===== src/rtl/dac_spi_frame_receiver.sv =====
// Receive-side decoder for the 8-lane DAC SPI bus: rebuilds 24-bit frames per lane, strobes codes, counts bad frames.
// Define DAC_RX_SYNC_FF_EN to add a two-flop synchronizer ahead of the input stage (latency +2 cycles).

module dac_spi_frame_receiver_lane #(
    parameter int FRAME_BITS = 24
) (
    input  logic        i_clk,
    input  logic        i_reset,
    input  logic        i_rx_enable,
    input  logic        i_sync_s,
    input  logic        i_sync_prev,
    input  logic        i_fall,
    input  logic        i_din_s,
    output logic [15:0] o_word,
    output logic [1:0]  o_pd,
    output logic        o_valid,
    output logic        o_err
);
    localparam int BC_W = $clog2(FRAME_BITS + 1);
    localparam logic [BC_W-1:0] BC_FULL = BC_W'(FRAME_BITS);
    // Only pd + data are ever observed, so the leading don't-care bits simply shift out the top.
    localparam int SR_W = 18;

    typedef enum logic [1:0] {
        ST_IDLE  = 2'd0,
        ST_SHIFT = 2'd1,
        ST_OVER  = 2'd2
    } state_t;

    state_t            r_state, w_state_nxt;
    logic [BC_W-1:0]   r_bc, w_bc_nxt;
    logic [SR_W-1:0]   r_sr, w_sr_nxt;
    logic [15:0]       r_word;
    logic [1:0]        r_pd;
    logic              r_valid, r_err;
    logic              w_done, w_err;

    // The DONE/ERR cycle is the registered strobe cycle; the lane is already back in IDLE then,
    // which ignores SCLK and re-arms only on a fresh SYNC falling edge.
    always_comb begin
        w_state_nxt = r_state;
        w_bc_nxt    = r_bc;
        w_sr_nxt    = r_sr;
        w_done      = 1'b0;
        w_err       = 1'b0;
        case (r_state)
            ST_IDLE: begin
                w_bc_nxt = '0;
                if (i_rx_enable && !i_sync_s && i_sync_prev)
                    w_state_nxt = ST_SHIFT;
            end
            ST_SHIFT: begin
                if (!i_rx_enable) begin
                    w_state_nxt = ST_IDLE;
                    w_bc_nxt    = '0;
                end else if (i_sync_s) begin
                    w_state_nxt = ST_IDLE;
                    w_bc_nxt    = '0;
                    w_done      = (r_bc == BC_FULL);
                    w_err       = (r_bc != BC_FULL);
                end else if (i_fall) begin
                    if (r_bc == BC_FULL) begin
                        w_state_nxt = ST_OVER;
                    end else begin
                        w_sr_nxt = {r_sr[SR_W-2:0], i_din_s};
                        w_bc_nxt = r_bc + 1'b1;
                    end
                end
            end
            ST_OVER: begin
                w_bc_nxt = '0;
                if (!i_rx_enable) begin
                    w_state_nxt = ST_IDLE;
                end else if (i_sync_s) begin
                    w_state_nxt = ST_IDLE;
                    w_err       = 1'b1;
                end
            end
            default: w_state_nxt = ST_IDLE;
        endcase
    end

    always_ff @(posedge i_clk) begin
        if (i_reset) begin
            r_state <= ST_IDLE;
            r_bc    <= '0;
            r_sr    <= '0;
            r_word  <= '0;
            r_pd    <= '0;
            r_valid <= 1'b0;
            r_err   <= 1'b0;
        end else begin
            r_state <= w_state_nxt;
            r_bc    <= w_bc_nxt;
            r_sr    <= w_sr_nxt;
            r_valid <= w_done;
            r_err   <= w_err;
            if (w_done) begin
                r_word <= r_sr[15:0];
                r_pd   <= r_sr[17:16];
            end
        end
    end

    assign o_word  = r_word;
    assign o_pd    = r_pd;
    assign o_valid = r_valid;
    assign o_err   = r_err;
endmodule

module dac_spi_frame_receiver #(
    parameter int NUM_CH     = 8,
    parameter int FRAME_BITS = 24,
    parameter int ERR_CNT_W  = 16
) (
    input  logic                   dataclk,
    input  logic                   reset,
    input  logic                   rx_enable,
    input  logic [NUM_CH-1:0]      DAC_SYNC,
    input  logic [NUM_CH-1:0]      DAC_SCLK,
    input  logic [NUM_CH-1:0]      DAC_DIN,
    output logic [16*NUM_CH-1:0]   rx_word,
    output logic [2*NUM_CH-1:0]    rx_pd,
    output logic [NUM_CH-1:0]      rx_valid,
    output logic [NUM_CH-1:0]      rx_frame_err,
    output logic [ERR_CNT_W-1:0]   rx_err_count
);
    localparam int PC_W  = $clog2(NUM_CH + 1);
    localparam int SUM_W = ERR_CNT_W + PC_W;

    logic [NUM_CH-1:0] w_sync_pre, w_sclk_pre, w_din_pre;
    logic [NUM_CH-1:0] r_sync_s, r_sclk_s, r_din_s, r_sclk_prev, r_sync_prev;
    logic [NUM_CH-1:0] w_fall;

`ifdef DAC_RX_SYNC_FF_EN
    logic [NUM_CH-1:0] r_sync_m1, r_sclk_m1, r_din_m1;
    logic [NUM_CH-1:0] r_sync_m2, r_sclk_m2, r_din_m2;

    always_ff @(posedge dataclk) begin
        if (reset) begin
            r_sync_m1 <= '1;
            r_sclk_m1 <= '1;
            r_din_m1  <= '1;
            r_sync_m2 <= '1;
            r_sclk_m2 <= '1;
            r_din_m2  <= '1;
        end else begin
            r_sync_m1 <= DAC_SYNC;
            r_sclk_m1 <= DAC_SCLK;
            r_din_m1  <= DAC_DIN;
            r_sync_m2 <= r_sync_m1;
            r_sclk_m2 <= r_sclk_m1;
            r_din_m2  <= r_din_m1;
        end
    end

    assign w_sync_pre = r_sync_m2;
    assign w_sclk_pre = r_sclk_m2;
    assign w_din_pre  = r_din_m2;
`else
    assign w_sync_pre = DAC_SYNC;
    assign w_sclk_pre = DAC_SCLK;
    assign w_din_pre  = DAC_DIN;
`endif

    // Idle-level reset values keep reset from looking like an SCLK or SYNC edge.
    always_ff @(posedge dataclk) begin
        if (reset) begin
            r_sync_s    <= '1;
            r_sclk_s    <= '1;
            r_din_s     <= '1;
            r_sclk_prev <= '1;
            r_sync_prev <= '1;
        end else begin
            r_sync_s    <= w_sync_pre;
            r_sclk_s    <= w_sclk_pre;
            r_din_s     <= w_din_pre;
            r_sclk_prev <= r_sclk_s;
            r_sync_prev <= r_sync_s;
        end
    end

    assign w_fall = r_sclk_prev & ~r_sclk_s;

    for (genvar n = 0; n < NUM_CH; n++) begin : g_lane
        dac_spi_frame_receiver_lane #(
            .FRAME_BITS(FRAME_BITS)
        ) u_lane (
            .i_clk       (dataclk),
            .i_reset     (reset),
            .i_rx_enable (rx_enable),
            .i_sync_s    (r_sync_s[n]),
            .i_sync_prev (r_sync_prev[n]),
            .i_fall      (w_fall[n]),
            .i_din_s     (r_din_s[n]),
            .o_word      (rx_word[16*n +: 16]),
            .o_pd        (rx_pd[2*n +: 2]),
            .o_valid     (rx_valid[n]),
            .o_err       (rx_frame_err[n])
        );
    end

    logic [ERR_CNT_W-1:0] r_err_count;
    logic [PC_W-1:0]      w_pop;
    logic [SUM_W-1:0]     w_sum;

    always_comb begin
        w_pop = '0;
        for (int n = 0; n < NUM_CH; n++)
            w_pop = w_pop + PC_W'(rx_frame_err[n]);
        w_sum = SUM_W'(r_err_count) + SUM_W'(w_pop);
    end

    // The sum is wide enough never to wrap, so any carry above ERR_CNT_W means saturate.
    always_ff @(posedge dataclk) begin
        if (reset)
            r_err_count <= '0;
        else if (|w_sum[SUM_W-1:ERR_CNT_W])
            r_err_count <= '1;
        else
            r_err_count <= w_sum[ERR_CNT_W-1:0];
    end

    assign rx_err_count = r_err_count;
endmodule


===== config.mk =====
export PLATFORM = sky130hd
export DESIGN_NAME = dac_spi_frame_receiver
export DESIGN_NICKNAME = d
export VERILOG_FILES = /design/src/rtl/dac_spi_frame_receiver.sv
export SDC_FILE = /design/constraint.sdc
export NUM_CORES = 1
export LEC_CHECK = 0
export BUFFER_PORTS_ARGS = -buffer_cell sky130_fd_sc_hd__clkbuf_2
export CAP_MARGIN = 20
export CELL_PAD_IN_SITES_DETAIL_PLACEMENT = 1
export CELL_PAD_IN_SITES_GLOBAL_PLACEMENT = 1
export CORE_MARGIN = 3
export CORE_UTILIZATION = 45
export CTS_BUF_LIST = sky130_fd_sc_hd__clkbuf_8
export CTS_CLUSTER_SIZE = 30
export DETAILED_ROUTE_END_ITERATION = 7
export HOLD_SLACK_MARGIN = 0.03
export PLACE_DENSITY_LB_ADDON = 0.1
export SYNTH_ARGS = -nofsm -noshare
export SYNTH_HDL_FRONTEND = slang
export SYNTH_SLANG_ARGS = --single-unit

===== constraint.sdc =====
create_clock -name dataclk -period 4.9 [get_ports dataclk]
set_clock_uncertainty 0.05 [all_clocks]
set_input_delay 0.245 -clock dataclk [delete_from_list [all_inputs] [get_ports dataclk]]
set_output_delay 0.245 -clock dataclk [all_outputs]
set_load 0.01 [all_outputs]

==> impl_metrics.env, run 1 <==
export IMPL_status="finished, final reports clean"
export IMPL_arrival_ns=4.75
export IMPL_holdCritStartpoint="reset"
export IMPL_finalNetCount=2226
export IMPL_finalInstanceArea_sq_um=18940
export IMPL_synth_simple_area_share_pct=22.85
export IMPL_die_h_um=195.6
export IMPL_leakage_uw=0.007188
export IMPL_p_comb_share_pct=11.4
export IMPL_criticalPathCategory="flip-flop to flip-flop"
export IMPL_htreeDepth=3
export IMPL_reg2regPathDepth=12
export IMPL_synth_area_leaders="dfxtp_1 51%, nand2_1 14%, a21oi_1 10%, ha_1 4.2%, or2_2 2.1%"
export IMPL_grt_pass1_vias=13970
export IMPL_seqPwrFrac_pct=48.7
export IMPL_reg2reg_from="rx_err_count[0]$_SDFF_PP0_"
export IMPL_synth_xor_area_share_pct=1.515
export IMPL_hold_viol_final=0
export IMPL_synth_compound_area_share_pct=13.52
export IMPL_drc=0
export IMPL_min_period_ns=4.301
export IMPL_max_freq_mhz=232.5
export IMPL_cts_buffers=71
export IMPL_switchingPower_uw=1954
export IMPL_p_int_uw=5406
export IMPL_ys_seq_area_share_pct=51.46
export IMPL_rsz0062_at_grt="no"
export IMPL_synthMuxAreaShare_pct=0.9277
export IMPL_syn_inst=1941
export IMPL_clk_pin_slew_worst_paths_ns=0.06
export IMPL_cap_violations=0
export IMPL_routedWlPerCell_um=15.26
export IMPL_tightest_slew_ns=1.141
export IMPL_diodes=0
export IMPL_hold_path_class="primary input to flip-flop"
export IMPL_vias_per_cell=5.131
export IMPL_synthAdderAreaFrac_pct=4.793
export IMPL_cp_required_ns=5.35
export IMPL_wirelength_um=40370
export IMPL_netSwitchingFraction_pct=26.55
export IMPL_setup_tns_ns=0
export IMPL_cts_tree="built"
export IMPL_ctsHoldBuffers=24
export IMPL_clk_latency_ns=0.60
export IMPL_grt_pass1_wl_um=67610
export IMPL_cts_root_buf="clkbuf_8"
export IMPL_yosys_warnings=0
export IMPL_drt_iter0_drc=441
export IMPL_cp_max_fo=13
export IMPL_reg2reg_slack_ns=0.60
export IMPL_io_pins=203
export IMPL_holdPathEnd="g_lane[0].u_lane.r_sr[3]$_SDFFE_PP0P_"
export IMPL_synth_fp_nets=2027
export IMPL_postPlaceCellArea_sq_um=17330
export IMPL_drive_gt1_share_pct=17.16
export IMPL_synth_seq_cells=416
export IMPL_die_w_um=195.6
export IMPL_synth_edf_count=0
export IMPL_p_per_area_nw_per_um2=388.5
export IMPL_cts_resized=0
export IMPL_totalPowerFinal_uw=7360
export IMPL_peakVddDrop_mv=0.3355
export IMPL_cp_end_kind="flip-flop"
export IMPL_vias=13580
export IMPL_place_hpwl_um=26250
export IMPL_synthArstFlopShare_pct=0
export IMPL_grtUsageTotal_pct=20.72
export IMPL_synth_cell_area_sq_um=16180
export IMPL_area_delta_synth_final_pct=17.05
export IMPL_antenna_found_initial=0
export IMPL_synth_top_family_by_area="simple AND/OR/NAND/NOR gates"
export IMPL_post_cts_buffers=0
export IMPL_dr_pass1_iters=5
export IMPL_core_area_sq_um=34970
export IMPL_clockPowerShare_pct=39.9
export IMPL_r2r_end="rx_err_count[9]$_SDFF_PP0_"
export IMPL_whs_path_depth=2
export IMPL_syn_area_per_cell_sq_um=8.338
export IMPL_gr_total_overflow=0
export IMPL_place_congestion=0.7608
export IMPL_fin_crit_sh_pct=87.78
export IMPL_slew_headroom_pct=23.80
export IMPL_synth_top_cell_by_area="dfxtp_1"
export IMPL_setup_viol=0
export IMPL_grt_max_degree=230
export IMPL_clock_path_buffers=3
export IMPL_ys_types=54
export IMPL_dieArea_sq_um=38280
export IMPL_start_util_pct=46.28
export IMPL_cts_sinks=416
export IMPL_ant_nets=0
export IMPL_netlist_area_leader_share_pct=51.46
export IMPL_holdWs_ns=0.1362
export IMPL_report_final_slew_viol_count=0
export IMPL_numPortBuffers=202
export IMPL_worstSetupStartpointType="flip-flop"
export IMPL_synth_ff_type="dfxtp_1"
export IMPL_row_count=68
-- worst max-delay path by stage --
stage | start | endpoint | slack [ns] | cells past startpoint
floorplan | rx_err_count[0]$_SDFF_PP0_ | rx_err_count[9]$_SDFF_PP0_ | 1.11 | 13
global placement | rx_err_count[0]$_SDFF_PP0_ | rx_err_count[0]$_SDFF_PP0_ | 0.70 | 12
detailed placement | rx_err_count[0]$_SDFF_PP0_ | rx_err_count[0]$_SDFF_PP0_ | 0.63 | 12
CTS | rx_err_count[0]$_SDFF_PP0_ | rx_err_count[9]$_SDFF_PP0_ | 0.57 | 12
global route | rx_err_count[0]$_SDFF_PP0_ | rx_err_count[13]$_SDFF_PP0_ | 0.28 | 12
finish | rx_err_count[0]$_SDFF_PP0_ | rx_err_count[9]$_SDFF_PP0_ | 0.60 | 12
-- power by group through the flow --
stage / clock (uW) / combinational [uW] / sequential, uW
2_1_floorplan: 0 / 637 / 3630
3_3_place_gp: 0 / 780 / 3650
3_5_place_dp: 0 / 815 / 3660
4_1_cts: 3040 / 844 / 3580
5_1_grt: 3220 / 952 / 3600
6_report: 2940 / 836 / 3580
-- synthesized netlist by cell type, drive strengths merged (3+ instances only) --
cell,instances
a211oi,3
a21bo,6
a21o,7
a21oi,325
a221oi,7
a31oi,3
a32oi,12
and3,7
buf,63
clkbuf,53
dfxtp,416
fa,5
ha,54
inv,62
mux2i,15
nand2,603
nand3,33
nand3b,20
nand4,8
nand4b,9
nor2,73
nor2b,5
nor3,9
nor3b,7
nor4bb,7
o2111a,8
o21ai,16
or2,56
or4,5
xnor2,19
xor2,9
-- registers in the layout (all words and copies together) (netlist names) --
name / count
g_lane.u_lane.r_sr: 144
r_sclk_prev: 8
g_lane.u_lane.o_pd: 16
r_sclk_s: 8
g_lane.u_lane.r_state: 16
g_lane.u_lane.r_bc: 40
rx_err_count: 16
r_sync_s: 8
g_lane.u_lane.o_word: 128
r_sync_prev: 8
r_din_s: 8
g_lane.u_lane.o_valid: 8
g_lane.u_lane.o_err: 8
-- critical path, stage by stage, from the launching register on --
cell and delay [ns]:
dfxtp_1 0.33, fa_1 0.54, inv_1 0.06, fa_1 0.50
fa_1 0.50, fa_1 0.39, inv_1 0.08, fa_1 0.23
a211oi_1 0.12, nor3_2 0.32, and2b_1 0.23, nand4_1 0.52
a31oi_1 0.34
-- cell families (layout without fill, tap and decap cells) --
group                    Yosys count  in the layout
multiplexers                      15             15
AND/OR/NAND/NOR                  850            850
buffers and inverters            178            428
adder cells (fa/ha/maj)           59             59
XOR/XNOR                          28             28
AO/OA/AOI/OAI                    395            395
flip-flops                       416            416
-- layer usage --
| metal | GRT usage, % | share of wire (%) | vias to the layer above |
|---|---|---|---|
| met5 | 0 | 0 | - |
| met4 | 6.126 | 2.3 | 0 |
| met3 | 4.589 | 3.8 | 78 |
| met2 | 36.91 | 49 | 201 |
| met1 | 25.03 | 44 | 6522 |
| li1 | - | - | 6775 |
-- area by class of cell --
type | instances | area (sq um)
fill | 4244 | 16030
clock buffer | 86 | 1184
clock inverter | 38 | 158.9
multi-input combinational | 1347 | 7058
sequential | 416 | 8328
inverter | 62 | 232.7
timing repair buffer | 242 | 1413
tap | 455 | 569.3
-- cells in the final DEF, fill, tap and decap left out, drive strengths merged, types with 3 or more instances in the layout --
cell | synthesis | final
nor4bb | 7 | 7
a21bo | 6 | 6
nor2 | 73 | 73
o2111a | 8 | 8
a211oi | 3 | 3
a221oi | 7 | 7
or4 | 5 | 5
a21o | 7 | 7
nand3 | 33 | 33
o21ai | 16 | 16
ha | 54 | 54
nand4b | 9 | 9
xnor2 | 19 | 19
nand4 | 8 | 8
dfxtp | 416 | 416
nand3b | 20 | 20
mux2i | 15 | 15
nor2b | 5 | 5
nor3b | 7 | 7
or2 | 56 | 56
a21oi | 325 | 325
nor3 | 9 | 9
xor2 | 9 | 9
a31oi | 3 | 3
fa | 5 | 5
dlygate4sd3 | 0 | 24
a32oi | 12 | 12
nand2 | 603 | 603
clkbuf | 53 | 287
and3 | 7 | 7
buf | 63 | 17
inv | 62 | 97
-- stage by stage --
stage / worst slack (ns) / cells / util, %
floorplan: 1.106 / 1941 / -
global placement: 0.7007 / 2490 / 49.42
detailed placement: 0.6257 / 2495 / 49.57
CTS: 0.5734 / 2643 / 54.10
global route: 0.2755 / 2646 / 54.17
finish: 0.5986 / 2646 / 54.17
Power figures use the tool's default switching activity.
==> run 2: changes to the inputs <==
--- a/config.mk
+++ b/config.mk
@@ -16,6 +16,7 @@
 export DETAILED_ROUTE_END_ITERATION = 7
 export HOLD_SLACK_MARGIN = 0.03
 export PLACE_DENSITY_LB_ADDON = 0.1
+export RECOVER_POWER = 25
 export SYNTH_ARGS = -nofsm -noshare
 export SYNTH_HDL_FRONTEND = slang
 export SYNTH_SLANG_ARGS = --single-unit
==> run 2 against run 1 <==
Against the previous run: the run now ends with capacitance limit, slew limit left; fmax increased by 0.15%; die area unchanged; global-route usage is the same; clock power is essentially flat; final cell count unchanged; wire length increased by 0.23%; core utilization shrank 0.50 points; combinational power is essentially flat; flip-flop and latch count did not move; critical path type unchanged; largest power group unchanged.
==> impl_metrics.env, run 2 (same netlist as run 1, synthesis figures left out) <==
export IMPL_status="finished, violations left"
export IMPL_violations="capacitance limit, slew limit"
export IMPL_ant_nets=0
export IMPL_setup_tns_ns=0
export IMPL_tightest_slew_ns=3.260
export IMPL_cts_buffers=71
export IMPL_place_ws_ns=0.6257
export IMPL_cts_sinks=416
export IMPL_dr_pass1_iters=4
export IMPL_leakage_uw=0.006728
export IMPL_row_count=68
export IMPL_hold_viol_final=0
export IMPL_drc=0
export IMPL_area_delta_synth_final_pct=15.96
export IMPL_fin_crit_sh_pct=87.65
export IMPL_p_per_area_nw_per_um2=392.2
export IMPL_grt_max_degree=230
export IMPL_crit_slowest_cell="fa_1"
export IMPL_antenna_found_initial=0
export IMPL_setup_viol=0
export IMPL_vias_per_cell=5.137
export IMPL_peakVddDrop_mv=0.3359
export IMPL_holdWs_ns=0.3143
export IMPL_die_w_um=195.6
export IMPL_gr_total_overflow=0
export IMPL_hold_path_class="primary input to flip-flop"
export IMPL_criticalPathCategory="flip-flop to flip-flop"
export IMPL_grt_pass1_vias=13970
export IMPL_mostFrequentLayoutCell="nand2_1"
export IMPL_reg2regPathDepth=12
export IMPL_cap_violations=1
export IMPL_max_freq_mhz=232.8
export IMPL_cp_end_kind="flip-flop"
export IMPL_report_final_slew_viol_count=163
export IMPL_whs_path_depth=3
export IMPL_largest_reg_flops=144
export IMPL_finalNetCount=2226
export IMPL_slowest_delay_ns=0.54
export IMPL_regMostFlops="g_lane.u_lane.r_sr"
export IMPL_crit_cells=12
export IMPL_dieArea_sq_um=38280
export IMPL_crit_family="adder cells"
export IMPL_io_pins=203
export IMPL_drt_iter0_drc=444
export IMPL_vias=13590
export IMPL_cts_tree="built"
export IMPL_grtUsageTotal_pct=20.72
export IMPL_diodes=0
export IMPL_clk_pin_slew_worst_paths_ns=0.06
export IMPL_start_util_pct=46.28
export IMPL_cts_root_buf="clkbuf_8"
export IMPL_path_cells="fa_1 > inv_1 > fa_1 > fa_1 > fa_1 > inv_1 > fa_1 > a211oi_1 > nor3_2 > and2b_1 > nand4_1 > a31oi_1"
export IMPL_die_h_um=195.6
export IMPL_startpoint="rx_err_count[0]$_SDFF_PP0_"
export IMPL_htreeDepth=3
export IMPL_arrival_ns=4.74
export IMPL_core_area_sq_um=34970
export IMPL_clock_path_buffers=3
export IMPL_layout_common_cells="603 x nand2_1, 416 x dfxtp_1, 325 x a21oi_1"
export IMPL_utilization_pct=53.67
export IMPL_grt_pass1_wl_um=67610
export IMPL_numPortBuffers=202
export IMPL_cp_required_ns=5.35
export IMPL_holdCritStartpoint="DAC_DIN[3]"
export IMPL_setup_slack_ns=0.6050
export IMPL_rsz0062_at_grt="no"
export IMPL_min_period_ns=4.295
export IMPL_place_congestion=0.7608
export IMPL_clk_latency_ns=0.60
export IMPL_critical_path_buf_inv_count=2
export IMPL_drive_gt1_share_pct=11.14
export IMPL_cp_max_fo=13
export IMPL_post_cts_buffers=0
export IMPL_path_common_cell="fa_1"
export IMPL_place_hpwl_um=26250
export IMPL_wirelength_um=40470
export IMPL_worstSetupStartpointType="flip-flop"
export IMPL_slew_headroom_pct=-117.3
export IMPL_reg2reg_from="rx_err_count[0]$_SDFF_PP0_"
export IMPL_routedWlPerCell_um=15.29
-- run 2: cell count changes in the layout (fill, tap and decap cells not counted) --
| cell | before | now |
|---|---|---|
| clkbuf_1 | 0 | 132 |
| clkbuf_2 | 201 | 70 |
| buf_8 | 1 | 0 |
-- run 2: final timing paths --
path / endpoint / slack, ns
max: rx_err_count[9]$_SDFF_PP0_ / 0.60
min: r_din_s[3]$_SDFF_PP1_ / 0.31
max reg2reg: rx_err_count[9]$_SDFF_PP0_ / 0.60
min reg2reg: g_lane[0].u_lane.r_sr[0]$_SDFFE_PP0P_ / 0.38
-- run 2: report_power, final --
| group | internal, uW | leakage, uW | switching, uW |
|---|---|---|---|
| Sequential | 3490 | 0.00336 | 95.3 |
| Clock | 1580 | 0.000811 | 1360 |
| Combinational | 334 | 0.00255 | 501 |
| Total | 5410 | 0.00673 | 1950 |
-- run 2: what timing repair did --
action	4_1_cts	5_1_grt
gates resized for setup	0	0
endpoints found under the hold margin	24	0
hold buffers	24	0
-- run 2: stage by stage --
step           cell area [sq um]  cells  power (uW)
2_1_floorplan              16180   1941        4270
3_3_place_gp               17280   2490        4427
3_5_place_dp               17330   2495        4471
4_1_cts                    18920   2643        7471
5_1_grt                    18770   2646        7764
6_report                   18770   2646        7360
-- run 2: metal layers --
layer	vias up	track usage [%]	share of wire, %
met3	73	4.589	4.1
li1	6776	-	-
met2	210	36.91	50
met4	0	6.126	2.2
met1	6534	25.03	44
met5	-	0	0
-- run 2: tightest hold or removal path, cell delays in order --
cell           delay (ns)
dlygate4sd3_1        0.52
clkbuf_2             0.09
or2_2                0.08
-- run 2: layout make-up --
type / instances / area [sq um]
clock buffer: 86 / 1184
clock inverter: 38 / 158.9
fill: 4316 / 16200
inverter: 62 / 232.7
multi-input combinational: 1347 / 7058
sequential: 416 / 8328
tap: 455 / 569.3
timing repair buffer: 242 / 1237
==> run 3: changes to the inputs <==
--- a/config.mk
+++ b/config.mk
@@ -10,7 +10,7 @@
 export CELL_PAD_IN_SITES_DETAIL_PLACEMENT = 1
 export CELL_PAD_IN_SITES_GLOBAL_PLACEMENT = 1
 export CORE_MARGIN = 3
-export CORE_UTILIZATION = 45
+export CORE_UTILIZATION = 35
 export CTS_BUF_LIST = sky130_fd_sc_hd__clkbuf_8
 export CTS_CLUSTER_SIZE = 30
 export DETAILED_ROUTE_END_ITERATION = 7
@@ -19,4 +19,5 @@
 export RECOVER_POWER = 25
 export SYNTH_ARGS = -nofsm -noshare
 export SYNTH_HDL_FRONTEND = slang
+export SYNTH_HIERARCHICAL = 1
 export SYNTH_SLANG_ARGS = --single-unit
==> constraint.sdc (replaced) <==
create_clock -name dataclk -period 4.35 [get_ports dataclk]
set_clock_uncertainty 0.05 [all_clocks]
set_input_delay 0.2175 -clock dataclk [delete_from_list [all_inputs] [get_ports dataclk]]
set_output_delay 0.2175 -clock dataclk [all_outputs]
set_load 0.01 [all_outputs]
==> run 3 against run 2 <==
Against the previous run: the run now ends clean; sequential power is 12% higher; non-clock buffer count is 9 lower; critical path depth down 1; power increased by 19%; hold slack worse by 0.095 ns; largest power group unchanged.
==> impl_metrics.env, run 3 <==
export IMPL_cts_tree="built"
export IMPL_cap_violations=0
export IMPL_clock_path_buffers=3
export IMPL_rsz0062_at_grt="no"
export IMPL_drc=0
export IMPL_fin_crit_sh_pct=91.93
export IMPL_p_int_uw=6464
export IMPL_status="finished, final reports clean"
export IMPL_grt_max_degree=139
export IMPL_synth_edf_count=0
export IMPL_tightest_slew_ns=0.8999
export IMPL_drive_gt1_share_pct=14.37
export IMPL_syn_area_per_cell_sq_um=9.570
export IMPL_clk_pin_slew_worst_paths_ns=0.06
export IMPL_criticalPathCategory="flip-flop to flip-flop"
export IMPL_slew_headroom_pct=40.01
export IMPL_row_count=81
export IMPL_synth_seq_cells=416
export IMPL_cts_sinks=416
export IMPL_htreeDepth=3
export IMPL_path_common_cell="fa_1"
export IMPL_place_ws_ns=0.3173
export IMPL_drt_iter0_drc=388
export IMPL_reg2reg_slack_ns=0.35
export IMPL_reg2regPathDepth=11
export IMPL_r2r_end="rx_err_count[4]$_SDFF_PP0_"
export IMPL_place_congestion=0.7181
export IMPL_mostFrequentLayoutCell="dfxtp_1"
export IMPL_cp_max_fo=11
export IMPL_regMostFlops="g_lane.u_lane/r_sr"
export IMPL_grt_pass1_wl_um=67560
export IMPL_synthArstFlopShare_pct=0
export IMPL_netSwitchingFraction_pct=26.11
export IMPL_setup_slack_ns=0.3510
export IMPL_wirelength_um=39760
export IMPL_cts_root_buf="clkbuf_8"
export IMPL_ys_types=51
export IMPL_numPortBuffers=202
export IMPL_worstSetupStartpointType="flip-flop"
export IMPL_totalPowerFinal_uw=8748
export IMPL_vias_per_cell=4.692
export IMPL_path_cells="fa_1 > inv_1 > fa_1 > fa_1 > fa_1 > inv_1 > fa_1 > a211oi_1 > or3_1 > or3_4 > a21oi_1"
export IMPL_netlist_top_cells_count="416 x dfxtp_1, 325 x nand2_1, 182 x a21oi_1"
export IMPL_crit_slowest_cell="fa_1"
export IMPL_cp_end_kind="flip-flop"
export IMPL_crit_path_end="rx_err_count[4]$_SDFF_PP0_"
export IMPL_place_hpwl_um=25900
export IMPL_startpoint="g_lane[0].u_lane/o_err$_SDFF_PP0_"
export IMPL_clk_latency_ns=0.63
export IMPL_min_period_ns=3.999
export IMPL_die_w_um=229.6
export IMPL_max_freq_mhz=250.1
export IMPL_dr_pass1_iters=4
export IMPL_gr_total_overflow=0
export IMPL_synth_cell_area_sq_um=17500
export IMPL_grtUsageTotal_pct=15.23
export IMPL_p_comb_share_pct=11.4
export IMPL_antenna_found_initial=0
export IMPL_io_pins=203
export IMPL_synth_area_leaders="dfxtp_1 48%, mux2i_1 8.7%, nand2_1 7.0%, a21oi_1 5.2%, ha_1 4.4%"
export IMPL_critical_path_buf_inv_count=2
export IMPL_finalInstanceArea_sq_um=20410
export IMPL_finalNetCount=2147
export IMPL_area_delta_synth_final_pct=16.63
export IMPL_setup_tns_ns=0
export IMPL_die_h_um=229.6
export IMPL_leakage_uw=0.008915
export IMPL_synth_top_cell_by_area="dfxtp_1"
export IMPL_p_per_area_nw_per_um2=428.5
export IMPL_diodes=0
export IMPL_crit_family="adder cells"
export IMPL_reg2reg_from="g_lane[0].u_lane/o_err$_SDFF_PP0_"
export IMPL_crit_cells=11
export IMPL_hold_viol_final=0
export IMPL_postPlaceCellArea_sq_um=18770
export IMPL_dieArea_sq_um=52730
export IMPL_start_util_pct=35.61
export IMPL_ant_nets=0
export IMPL_syn_inst=1829
export IMPL_cts_buffers=77
export IMPL_switchingPower_uw=2284
export IMPL_report_final_slew_viol_count=0
export IMPL_seqPwrFrac_pct=45.9
export IMPL_clockPowerShare_pct=42.7
export IMPL_layout_common_cells="416 x dfxtp_1, 325 x nand2_1, 182 x a21oi_1"
export IMPL_cp_required_ns=4.84
export IMPL_hold_path_class="primary input to flip-flop"
export IMPL_synth_fp_nets=1923
export IMPL_largest_reg_flops=144
export IMPL_ys_seq_area_share_pct=47.58
export IMPL_vias=13010
export IMPL_grt_pass1_vias=13540
export IMPL_utilization_pct=41.53
export IMPL_routedWlPerCell_um=14.34
export IMPL_peakVddDrop_mv=0.2595
export IMPL_synth_ff_type="dfxtp_1"
export IMPL_netlist_area_leader_share_pct=47.58
export IMPL_core_area_sq_um=49150
export IMPL_setup_viol=0
export IMPL_yosysMostFrequentCell="dfxtp_1"
export IMPL_arrival_ns=4.49
export IMPL_yosys_warnings=6
export IMPL_slowest_delay_ns=0.53
-- run 3: cell types whose count changed after synthesis, sizes merged, moves of 19 or more --
cell,before,now
buf,63,42
nand2,603,325
nand2b,1,25
a21oi,325,184
mux2i,15,153
nor2b,5,33
nor2,73,182
nand3,33,52
-- run 3: cells by family (layout without fill, tap and decap cells) --
kind of cell | count (synthesis) | in the layout | synth area share, %
simple gates | 733 | 733 | 21.37
flops | 416 | 416 | 47.58
compound gates | 285 | 285 | 11.41
buf+inv | 167 | 446 | 5.497
mux | 153 | 153 | 8.749
fa+ha+maj | 67 | 67 | 5.004
xor+xnor | 8 | 8 | 0.4003
-- run 3: stage by stage --
stage | hold WS, ns | std cells
finish | 0.2190 | 2772
global route | 0.1895 | 2772
CTS | 0.1663 | 2772
detailed placement | 0.3536 | 2613
global placement | 0.3498 | 2613
floorplan | 0.2713 | 1829
-- run 3: how the worst min path moves through the flow --
stage / slack [ns] / depth (start not counted) / from / end
6_report: 0.22 / 4 / rx_enable / g_lane[6].u_lane/o_err$_SDFF_PP0_
5_1_grt: 0.19 / 3 / DAC_DIN[1] / r_din_s[1]$_SDFF_PP1_
4_1_cts: 0.17 / 4 / rx_enable / g_lane[7].u_lane/o_err$_SDFF_PP0_
3_5_place_dp: 0.35 / 2 / DAC_DIN[0] / r_din_s[0]$_SDFF_PP1_
3_3_place_gp: 0.35 / 2 / DAC_DIN[2] / r_din_s[2]$_SDFF_PP1_
2_1_floorplan: 0.27 / 1 / DAC_DIN[0] / r_din_s[0]$_SDFF_PP1_
-- run 3: routing by layer --
| layer | vias up | part of all wire, % | GRT usage (%) |
|---|---|---|---|
| met1 | 6186 | 46 | 18.68 |
| li1 | 6567 | - | - |
| met4 | 0 | 2.3 | 4.745 |
| met3 | 68 | 6.1 | 5.299 |
| met5 | - | 0 | 0 |
| met2 | 184 | 46 | 25.11 |
-- run 3: cell type report --
class	count	area, sq um
repair buffers	233	1189
multi-input cells	1246	8214
fillers	5734	28740
clock buffers	98	1349
clock inverters	36	207.7
inverters	79	296.5
flip-flops and latches	416	8328
well taps	664	830.8
-- run 3: tightest hold or removal path, cell delays in order --
cell,delay (ns)
clkbuf_2,0.08
buf_4,0.30
nand4b_1,0.18
nor2_1,0.05
-- run 3: power groups by stage --
stage	sequential (uW)	clock, uW	combinational (uW)
2_1_floorplan	4080	0	750
3_3_place_gp	4090	0	976
3_5_place_dp	4100	0	1000
4_1_cts	4010	3920	1030
5_1_grt	4030	4110	1150
6_report	4010	3740	998
-- run 3: timing repair --
action / in CTS / in global routing
endpoints found under the setup margin: 0 / 0
hold buffers: 25 / 0
hold endpoints to repair: 26 / 0
resized for setup: 0 / 0
buffers inserted: 0 / 0
